<file path="src/rtl/m_axi_lite.sv">
// Single-outstanding AXI4-Lite initiator: accepts one user command, runs the
// matching AXI write or read, and hands the completion back to the user.
module m_axi_lite #(
    parameter int unsigned M_AXI_DATA_WIDTH = 32,
    parameter int unsigned M_AXI_ADDR_WIDTH = 32
) (
    input  logic                          m_axi_clk,
    input  logic                          m_axi_reset,
    // User command
    input  logic                          cmd_valid,
    output logic                          cmd_ready,
    input  logic                          cmd_rnw,
    input  logic [M_AXI_ADDR_WIDTH-1:0]   cmd_addr,
    input  logic [M_AXI_DATA_WIDTH-1:0]   cmd_wdata,
    input  logic [M_AXI_DATA_WIDTH/8-1:0] cmd_wstrb,
    // User completion
    output logic                          rsp_valid,
    input  logic                          rsp_ready,
    output logic                          rsp_rnw,
    output logic [M_AXI_DATA_WIDTH-1:0]   rsp_rdata,
    output logic [1:0]                    rsp_resp,
    output logic [7:0]                    err_count,
    // AXI4-Lite write address
    output logic                          m_axi_awvalid,
    output logic [M_AXI_ADDR_WIDTH-1:0]   m_axi_awaddr,
    input  logic                          m_axi_awready,
    // AXI4-Lite write data
    output logic                          m_axi_wvalid,
    output logic [M_AXI_DATA_WIDTH-1:0]   m_axi_wdata,
    output logic [M_AXI_DATA_WIDTH/8-1:0] m_axi_wstrb,
    input  logic                          m_axi_wready,
    // AXI4-Lite write response
    input  logic                          m_axi_bvalid,
    input  logic [1:0]                    m_axi_bresp,
    output logic                          m_axi_bready,
    // AXI4-Lite read address
    output logic                          m_axi_arvalid,
    output logic [M_AXI_ADDR_WIDTH-1:0]   m_axi_araddr,
    input  logic                          m_axi_arready,
    // AXI4-Lite read data
    input  logic                          m_axi_rvalid,
    input  logic [M_AXI_DATA_WIDTH-1:0]   m_axi_rdata,
    input  logic [1:0]                    m_axi_rresp,
    output logic                          m_axi_rready
);

    localparam int unsigned StrbWidth = M_AXI_DATA_WIDTH / 8;

    typedef enum logic [2:0] {
        StIdle, StWrReq, StWrResp, StRdReq, StRdResp, StDone
    } state_e;

    state_e                        state_q, state_d;
    logic [M_AXI_ADDR_WIDTH-1:0]   addr_q, addr_d;
    logic [M_AXI_DATA_WIDTH-1:0]   wdata_q, wdata_d;
    logic [StrbWidth-1:0]          wstrb_q, wstrb_d;
    logic                          rnw_q, rnw_d;
    logic                          awvalid_q, awvalid_d;
    logic                          wvalid_q, wvalid_d;
    logic                          bready_q, bready_d;
    logic                          arvalid_q, arvalid_d;
    logic                          rready_q, rready_d;
    logic                          rsp_valid_q, rsp_valid_d;
    logic [M_AXI_DATA_WIDTH-1:0]   rsp_rdata_q, rsp_rdata_d;
    logic [1:0]                    rsp_resp_q, rsp_resp_d;
    logic [7:0]                    err_count_q, err_count_d;
    logic                          err_inc;

    // Next-state logic: FSM transitions, registered AXI handshake signals and capture
    always_comb begin
        state_d     = state_q;
        addr_d      = addr_q;
        wdata_d     = wdata_q;
        wstrb_d     = wstrb_q;
        rnw_d       = rnw_q;
        awvalid_d   = awvalid_q;
        wvalid_d    = wvalid_q;
        bready_d    = bready_q;
        arvalid_d   = arvalid_q;
        rready_d    = rready_q;
        rsp_valid_d = rsp_valid_q;
        rsp_rdata_d = rsp_rdata_q;
        rsp_resp_d  = rsp_resp_q;
        err_count_d = err_count_q;
        err_inc     = 1'b0;

        unique case (state_q)
            StIdle: begin
                if (cmd_valid) begin
                    addr_d  = cmd_addr;
                    wdata_d = cmd_wdata;
                    wstrb_d = cmd_wstrb;
                    rnw_d   = cmd_rnw;
                    if (cmd_rnw) begin
                        state_d   = StRdReq;
                        arvalid_d = 1'b1;
                    end else begin
                        state_d   = StWrReq;
                        awvalid_d = 1'b1;
                        wvalid_d  = 1'b1;
                    end
                end
            end
            StWrReq: begin
                // AW and W complete independently; a channel stays valid only until it handshakes
                awvalid_d = awvalid_q & ~m_axi_awready;
                wvalid_d  = wvalid_q & ~m_axi_wready;
                if (!awvalid_d && !wvalid_d) begin
                    state_d  = StWrResp;
                    bready_d = 1'b1;
                end
            end
            StWrResp: begin
                if (m_axi_bvalid) begin
                    bready_d    = 1'b0;
                    rsp_valid_d = 1'b1;
                    rsp_rdata_d = '0;
                    rsp_resp_d  = m_axi_bresp;
                    err_inc     = (m_axi_bresp != 2'b00);
                    state_d     = StDone;
                end
            end
            StRdReq: begin
                if (m_axi_arready) begin
                    arvalid_d = 1'b0;
                    rready_d  = 1'b1;
                    state_d   = StRdResp;
                end
            end
            StRdResp: begin
                if (m_axi_rvalid) begin
                    rready_d    = 1'b0;
                    rsp_valid_d = 1'b1;
                    rsp_rdata_d = m_axi_rdata;
                    rsp_resp_d  = m_axi_rresp;
                    err_inc     = (m_axi_rresp != 2'b00);
                    state_d     = StDone;
                end
            end
            StDone: begin
                if (rsp_ready) begin
                    rsp_valid_d = 1'b0;
                    state_d     = StIdle;
                end
            end
            default: state_d = StIdle;
        endcase

        if (err_inc && (err_count_q != 8'hFF)) begin
            err_count_d = err_count_q + 8'd1;
        end
    end

    // State and registered outputs, synchronous reset abandons any transaction
    always_ff @(posedge m_axi_clk) begin
        if (m_axi_reset) begin
            state_q     <= StIdle;
            addr_q      <= '0;
            wdata_q     <= '0;
            wstrb_q     <= '0;
            rnw_q       <= 1'b0;
            awvalid_q   <= 1'b0;
            wvalid_q    <= 1'b0;
            bready_q    <= 1'b0;
            arvalid_q   <= 1'b0;
            rready_q    <= 1'b0;
            rsp_valid_q <= 1'b0;
            rsp_rdata_q <= '0;
            rsp_resp_q  <= 2'b00;
            err_count_q <= 8'h00;
        end else begin
            state_q     <= state_d;
            addr_q      <= addr_d;
            wdata_q     <= wdata_d;
            wstrb_q     <= wstrb_d;
            rnw_q       <= rnw_d;
            awvalid_q   <= awvalid_d;
            wvalid_q    <= wvalid_d;
            bready_q    <= bready_d;
            arvalid_q   <= arvalid_d;
            rready_q    <= rready_d;
            rsp_valid_q <= rsp_valid_d;
            rsp_rdata_q <= rsp_rdata_d;
            rsp_resp_q  <= rsp_resp_d;
            err_count_q <= err_count_d;
        end
    end

    assign cmd_ready     = (state_q == StIdle);
    assign m_axi_awvalid = awvalid_q;
    assign m_axi_awaddr  = addr_q;
    assign m_axi_wvalid  = wvalid_q;
    assign m_axi_wdata   = wdata_q;
    assign m_axi_wstrb   = wstrb_q;
    assign m_axi_bready  = bready_q;
    assign m_axi_arvalid = arvalid_q;
    assign m_axi_araddr  = addr_q;
    assign m_axi_rready  = rready_q;
    assign rsp_valid     = rsp_valid_q;
    assign rsp_rnw       = rnw_q;
    assign rsp_rdata     = rsp_rdata_q;
    assign rsp_resp      = rsp_resp_q;
    assign err_count     = err_count_q;

endmodule

</file>
<file path="config.mk">
export PLATFORM = sky130hd
export DESIGN_NAME = m_axi_lite
export DESIGN_NICKNAME = d
export VERILOG_FILES = /design/src/rtl/m_axi_lite.sv
export SDC_FILE = /design/constraint.sdc
export NUM_CORES = 1
export LEC_CHECK = 0
export ABC_CLOCK_PERIOD_IN_PS = 1930
export BUFFER_PORTS_ARGS = -buffer_cell sky130_fd_sc_hd__clkbuf_2
export CAP_MARGIN = 5
export CORE_MARGIN = 2
export CORE_UTILIZATION = 41
export CTS_BUF_LIST = sky130_fd_sc_hd__clkbuf_8
export CTS_CLUSTER_SIZE = 12
export DETAILED_ROUTE_END_ITERATION = 6
export PLACE_DENSITY = 0.78
export SLEW_MARGIN = 10
export SYNTH_ARGS = -nofsm -noshare
export SYNTH_HDL_FRONTEND = slang
export SYNTH_SLANG_ARGS = --single-unit
</file>
<file path="constraint.sdc">
create_clock -name m_axi_clk -period 1.93 [get_ports m_axi_clk]
set_clock_uncertainty 0.15 [all_clocks]
set_input_delay 0.386 -clock m_axi_clk [delete_from_list [all_inputs] [get_ports m_axi_clk]]
set_output_delay 0.386 -clock m_axi_clk [all_outputs]
set_load 0.02 [all_outputs]
</file>
**Yosys cells after proc, flatten, opt, wreduce, memory -nomap -nowiden**

Index checks and enable logic that the tools add are counted.

- Add/sub/neg operators: 1
- Multiply operators: 0
- Divide/modulo/power cells: 0
- Magnitude comparators: 0
- Equality and inequality tests: 14
- Shifts and indexed selects: 0
- Mux-type cells: 35
- Bitwise gates (word level): 4
- Reduce and logical (&&, ||, !) cells: 21

Operators by type and width:

| operator | number |
|---|---|
| two-way mux 32 bit | 2 |
| one-hot mux 32 bit (2 select lines) | 1 |
| two-way mux 3 bit | 6 |
| one-hot mux 3 bit (6 select lines) | 1 |
| two-way mux 1 bit | 14 |
| inequality test 2 bit, second input constant | 7 |
| nonzero test 2 bit | 7 |
| one-hot mux 1 bit (2 select lines) | 6 |
| AND reduction 3 bit | 4 |
| adder 8 x 1 -> 8 bit, second input constant | 1 |
| inequality test 8 bit, second input constant | 1 |
| AND reduction 4 bit | 2 |
| == test 3 x 2 -> 1 bit, second input constant | 2 |
| == test 3 bit, second input constant | 2 |
| two-way mux 2 bit | 3 |
| AND reduction 6 bit | 1 |
| one-hot mux 2 bit (2 select lines) | 1 |
| == test 3 x 1 -> 1 bit, second input constant | 1 |
| logical NOT 3 bit | 1 |
| one-hot mux 1 bit (3 select lines) | 1 |
| nonzero test 3 bit | 1 |
| AND 1 bit | 2 |
| logical AND 1 bit | 2 |
| logical NOT 1 bit | 2 |
| other kinds (3) | 4 |

- Register bits after elaboration: 120
- Bits in latches: 0
- RAM bits: 0
- ROM bits: 0
- Bits of input ports: 114
- Output and inout port bits: 150
- Word-level logic and storage cells: 89
- Memories kept: 0

**Logic depth before layout (Yosys ltp)**

- Depth after elaboration: 6
- Gate-level depth with buffers: 6
- Depth with buffers taken out: 4

**Worst setup path before layout**

OpenSTA, ideal clock, no wires.

- Kind: reg-to-reg
- Start: register state_q[0]
- End: register arvalid_q (netlist: m_axi_arvalid)
- Library setup time: 0.091 ns
- Arrival time: 1.829 ns
- Required time: 1.689 ns
- Path slack: -0.139 ns
- Stages on the path, launching flop included: 7
- Path buffers: 2
- Period minus slack after synthesis: 2.069 ns
- Cell sequence: dfxtp_1 nor3_1 and2_1 clkbuf_1 buf_2 a21oi_1 a311oi_1

- Word-level cells in the longest chain between the ends: 3
- Elaborated cells between the ends (all ways): 8
- Classes of those cells: eq/ne: 4; mux: 1; reduce/logical: 3

RTL lines:

| what | RTL line | source |
|---|---|---|
| start: declaration | 53 | `state_e state_q, state_d;` |
| start signal: assignment | 157 | `state_q <= StIdle;` |
| start signal: assignment | 172 | `state_q <= state_d;` |
| logical NOT 3 bit * | - |  |
| named net cmd_ready | 11 | `output logic cmd_ready,` |
| inequality test 2 x 1 -> 1 bit (no source line) (tied with other cells) | - |  |
| AND reduction 4 bit (no source line) | - |  |
| end signal: assignment | 180 | `arvalid_q <= arvalid_d;` |
| end: declaration | 61 | `logic arvalid_q, arvalid_d;` |

Mark *: on every way through the listed nets, which the timed path passes. The rest lies on a longest branch.
A chain may end at the register's enable or synchronous reset.

**Worst setup path in the final report**

- Start: register state_q[0]
- End: register err_count_q[7] (netlist: err_count[7])

- Word-level cells in the longest chain between the ends: 3
- Elaborated cells between the ends (all ways): 4
- Classes of those cells: eq/ne: 2; mux: 1; reduce/logical: 1

RTL lines:

| what | RTL line | source |
|---|---|---|
| == test 3 bit or == test 3 x 2 -> 1 bit (tied branches) | 87 | `unique case (state_q)` |
| one-hot mux 1 bit (2 select lines) * | 87 |  |
| logical AND 1 bit * | 149 | `if (err_inc && (err_count_q != 8'hFF)) begin` |
| end signal: assignment | 185 | `err_count_q <= err_count_d;` |
| end: declaration | 66 | `logic [7:0] err_count_q, err_count_d;` |

Mark *: on every way between the ends. The rest lies on a longest branch, timed or not.

==> out/qor.csv <==
metric;value;unit
hold_violations;0;
synth_area_leaders;dfxtp_1 (51%), nand2_1 (15%), a21oi_1 (12%);
muxShareOfSynthArea;0.00845;
fillers;938;
p_switching;3.28;mW
detail_route.wirelength;13.7;mm
synth_edf_count;0;
fmax;0.530;GHz
syn-cell-area;4740;um2
drt_iter0_markers;331;
totalPowerFinal;8.48;mW
synthSimpleGateAreaFrac;0.235;
ys_seq_area_frac;0.507;
rows;39;
synthArstFlopShare;0;
status;complete, no violations;
synth_cells;594;
cts.sinks;120;
gp_congestion;0.778;
rsz0062_at_grt;true;
crit_path_end_kind;register;
chipWidth;111;um
synth_fa_ha_area_frac;0.00264;
yosysWarnings;0;
clkTransAtPathRegs;0.07;ns
synthToLayoutAreaGrowth;48.2;%
min_period_over_period;0.977;
grt_use_total;0.213;
dp_cells;942;
dieHeight;111;um
leakage;3.18;nW
final_cells;1034;
clkPwrFrac;0.245;
io_buffer_count;263;
required;2.07;ns
ant_nets;0;
synth_top_area_share;0.507;
cts_buffers;17;
setup_viol;0;
final_max_slew_viol_count;0;
cts-root-buf;clkbuf_8;
post-route-min-period;1.89;ns
clock_latency;0.42;ns
grt_max_degree;64;
vias_per_cell;4.81;
drive_gt1_frac;0.357;
vias;4977;
first_pass_iters;4;
tightest_slew;0.474;ns
hp-class;input port to register;
dieArea;12400;um2
peakVddDrop;0.646;mV
core;11400;um2
yosysTopAreaCell;dfxtp_1;
htreeDepth;4;
synthXorXnorAreaFrac;0;
cts_tree;yes;
cp.arrival;2.03;ns
syn_avg_cell_area;7.97;um2
start_kind;register;
p_per_area;1210;nW/um2
power.internal;5.19;mW
cap_viol_max_count;0;
drc;0;
grt_pass1_vias;4528;
combPwrFrac;0.385;
path_max_fanout;6;
swShare;0.387;
cts_max_path_buffers;2;
hpwl;8.48;mm
io_pins;264;
wire_per_inst;13.3;um
synth_compound_area_frac;0.157;
antenna_found_initial;0;
ys.flop_type;dfxtp_1;
grt_first_pass_wirelength;21.6;mm
start_util;0.417;
p_seq_frac;0.371;
diodes;0;
ys_types;40;
overflow;0;
synth_top_family_by_area;simple AND/OR/NAND/NOR gates;
path_class;register to register;
fin_nets;993;
maxSlewHeadroom;0.684;
syn_nets;709;
synth_seq_cells;120;
==> final timing paths <==
check / start / end / slack (ns) / depth (start not counted)
hold reg to reg: rsp_rdata[18] / rsp_rdata[18] / 0.30 / 2
setup reg to reg: state_q[0] / err_count[7] / 0.04 / 5
setup / recovery: state_q[0] / err_count[7] / 0.04 / 5
hold / removal: cmd_addr[8] / m_axi_araddr[8] / 0.05 / 3
==> synth_stat cells (2+ instances only) <==
library cell and number:
a211oi_1 2, a21oi_1 112, a311oi_1 2, a31oi_1 4
and2_1 2, and4_1 2, buf_2 5, buf_4 32
clkbuf_1 36, dfxtp_1 120, inv_1 3, mux2i_1 4
nand2_1 183, nand2b_1 2, nand3_1 36, nand3b_1 2
nor2_1 10, nor2b_1 4, nor3_1 2, nor3b_1 2
o211a_1 2, o21ai_0 2, o31ai_1 3, o41ai_1 2
or4_1 5
==> metal layers <==
metal / wire length [um] / part of all wire / track usage / vias to the layer above
met2: 7140 / 0.52 / 0.371 / 188
li1: - / - / - / 2536
met1: 5420 / 0.39 / 0.242 / 2234
met4: 208 / 0.015 / 0.0798 / 0
met5: 0 / 0 / 0 / -
met3: 958 / 0.070 / 0.0719 / 19
==> timing repair <==
item,4_1_cts,5_1_grt
hold buffers,58,0
pin swaps,0,3
endpoints found under the setup margin,1,8
endpoints found under the hold margin,58,0
resized for setup,2,3
cloned,0,1
buffers inserted,0,1
==> through the flow <==
stage / setup TNS [ns] / hold slack (ns) / instance area, um2 / util / setup slack, ns
after global routing: -0.0185 / 0.0138 / 7020 / 0.617 / -0.0185
after CTS: 0 / 0.000442 / 6980 / 0.614 / 0.00392
after global placement: 0 / 0.288 / 6020 / 0.529 / 0.0602
after floorplan: 0 / 0.351 / 4740 / - / 0.0222
final: 0 / 0.0458 / 7020 / 0.617 / 0.0445
after detailed placement: 0 / 0.295 / 6020 / 0.529 / 0.0402
==> cell usage in the layout, fill, tap and decap left out, drive strengths merged, types with 3 or more instances in the layout <==
master,instances
a21oi,113
a31oi,4
buf,20
clkbuf,282
clkinv,3
clkinvlp,3
dfxtp,120
dlygate4sd3,58
inv,7
mux2i,4
nand2,183
nand3,36
nor2,10
nor2b,4
o31ai,3
or4,5
==> power groups by stage <==
stage	Clock, mW	Sequential (mW)	Combinational (mW)
floorplan	0	3.65	1.69
finish	2.08	3.14	3.26
global route	2.26	3.19	3.54
CTS	2.14	3.13	3.20
global placement	0	3.17	3.05
detailed placement	0	3.19	3.08
==> cell type report <==
type | instances | area (um2) | area share
Clock inverter | 11 | 82.6 | 0.0118
Sequential cell | 120 | 2400 | 0.342
Timing Repair Buffer | 339 | 2100 | 0.300
Multi-Input combinational cell | 397 | 1950 | 0.278
Inverter | 3 | 11.3 | 0.00160
Tap cell | 143 | 179 | 0.0255
Clock buffer | 21 | 289 | 0.0412
==> state kept, by name (all words and copies together), names as in the netlist <==
register / flops
err_count: 8
rsp_rdata: 32
m_axi_araddr: 32
m_axi_rready: 1
rsp_rnw: 1
m_axi_bready: 1
m_axi_arvalid: 1
m_axi_wdata: 32
m_axi_awvalid: 1
state_q: 3
m_axi_wvalid: 1
m_axi_wstrb: 4
rsp_valid: 1
rsp_resp: 2
==> kinds of logic after synthesis <==
logic type               count (synthesis)
AND/OR/NAND/NOR                        257
buffers and inverters                   78
flip-flops                             120
adder cells (fa/ha/maj)                  1
multiplexers                             4
AO/OA/AOI/OAI                          134
==> worst max-delay path, stage by stage, from the launching register on <==
cell and delay (ns):
dfxtp_1 0.32, or2_4 0.27, o32a_4 0.41, buf_4 0.16
o41ai_1 0.35, a21oi_1 0.10
(Power assumes the default switching activity.)
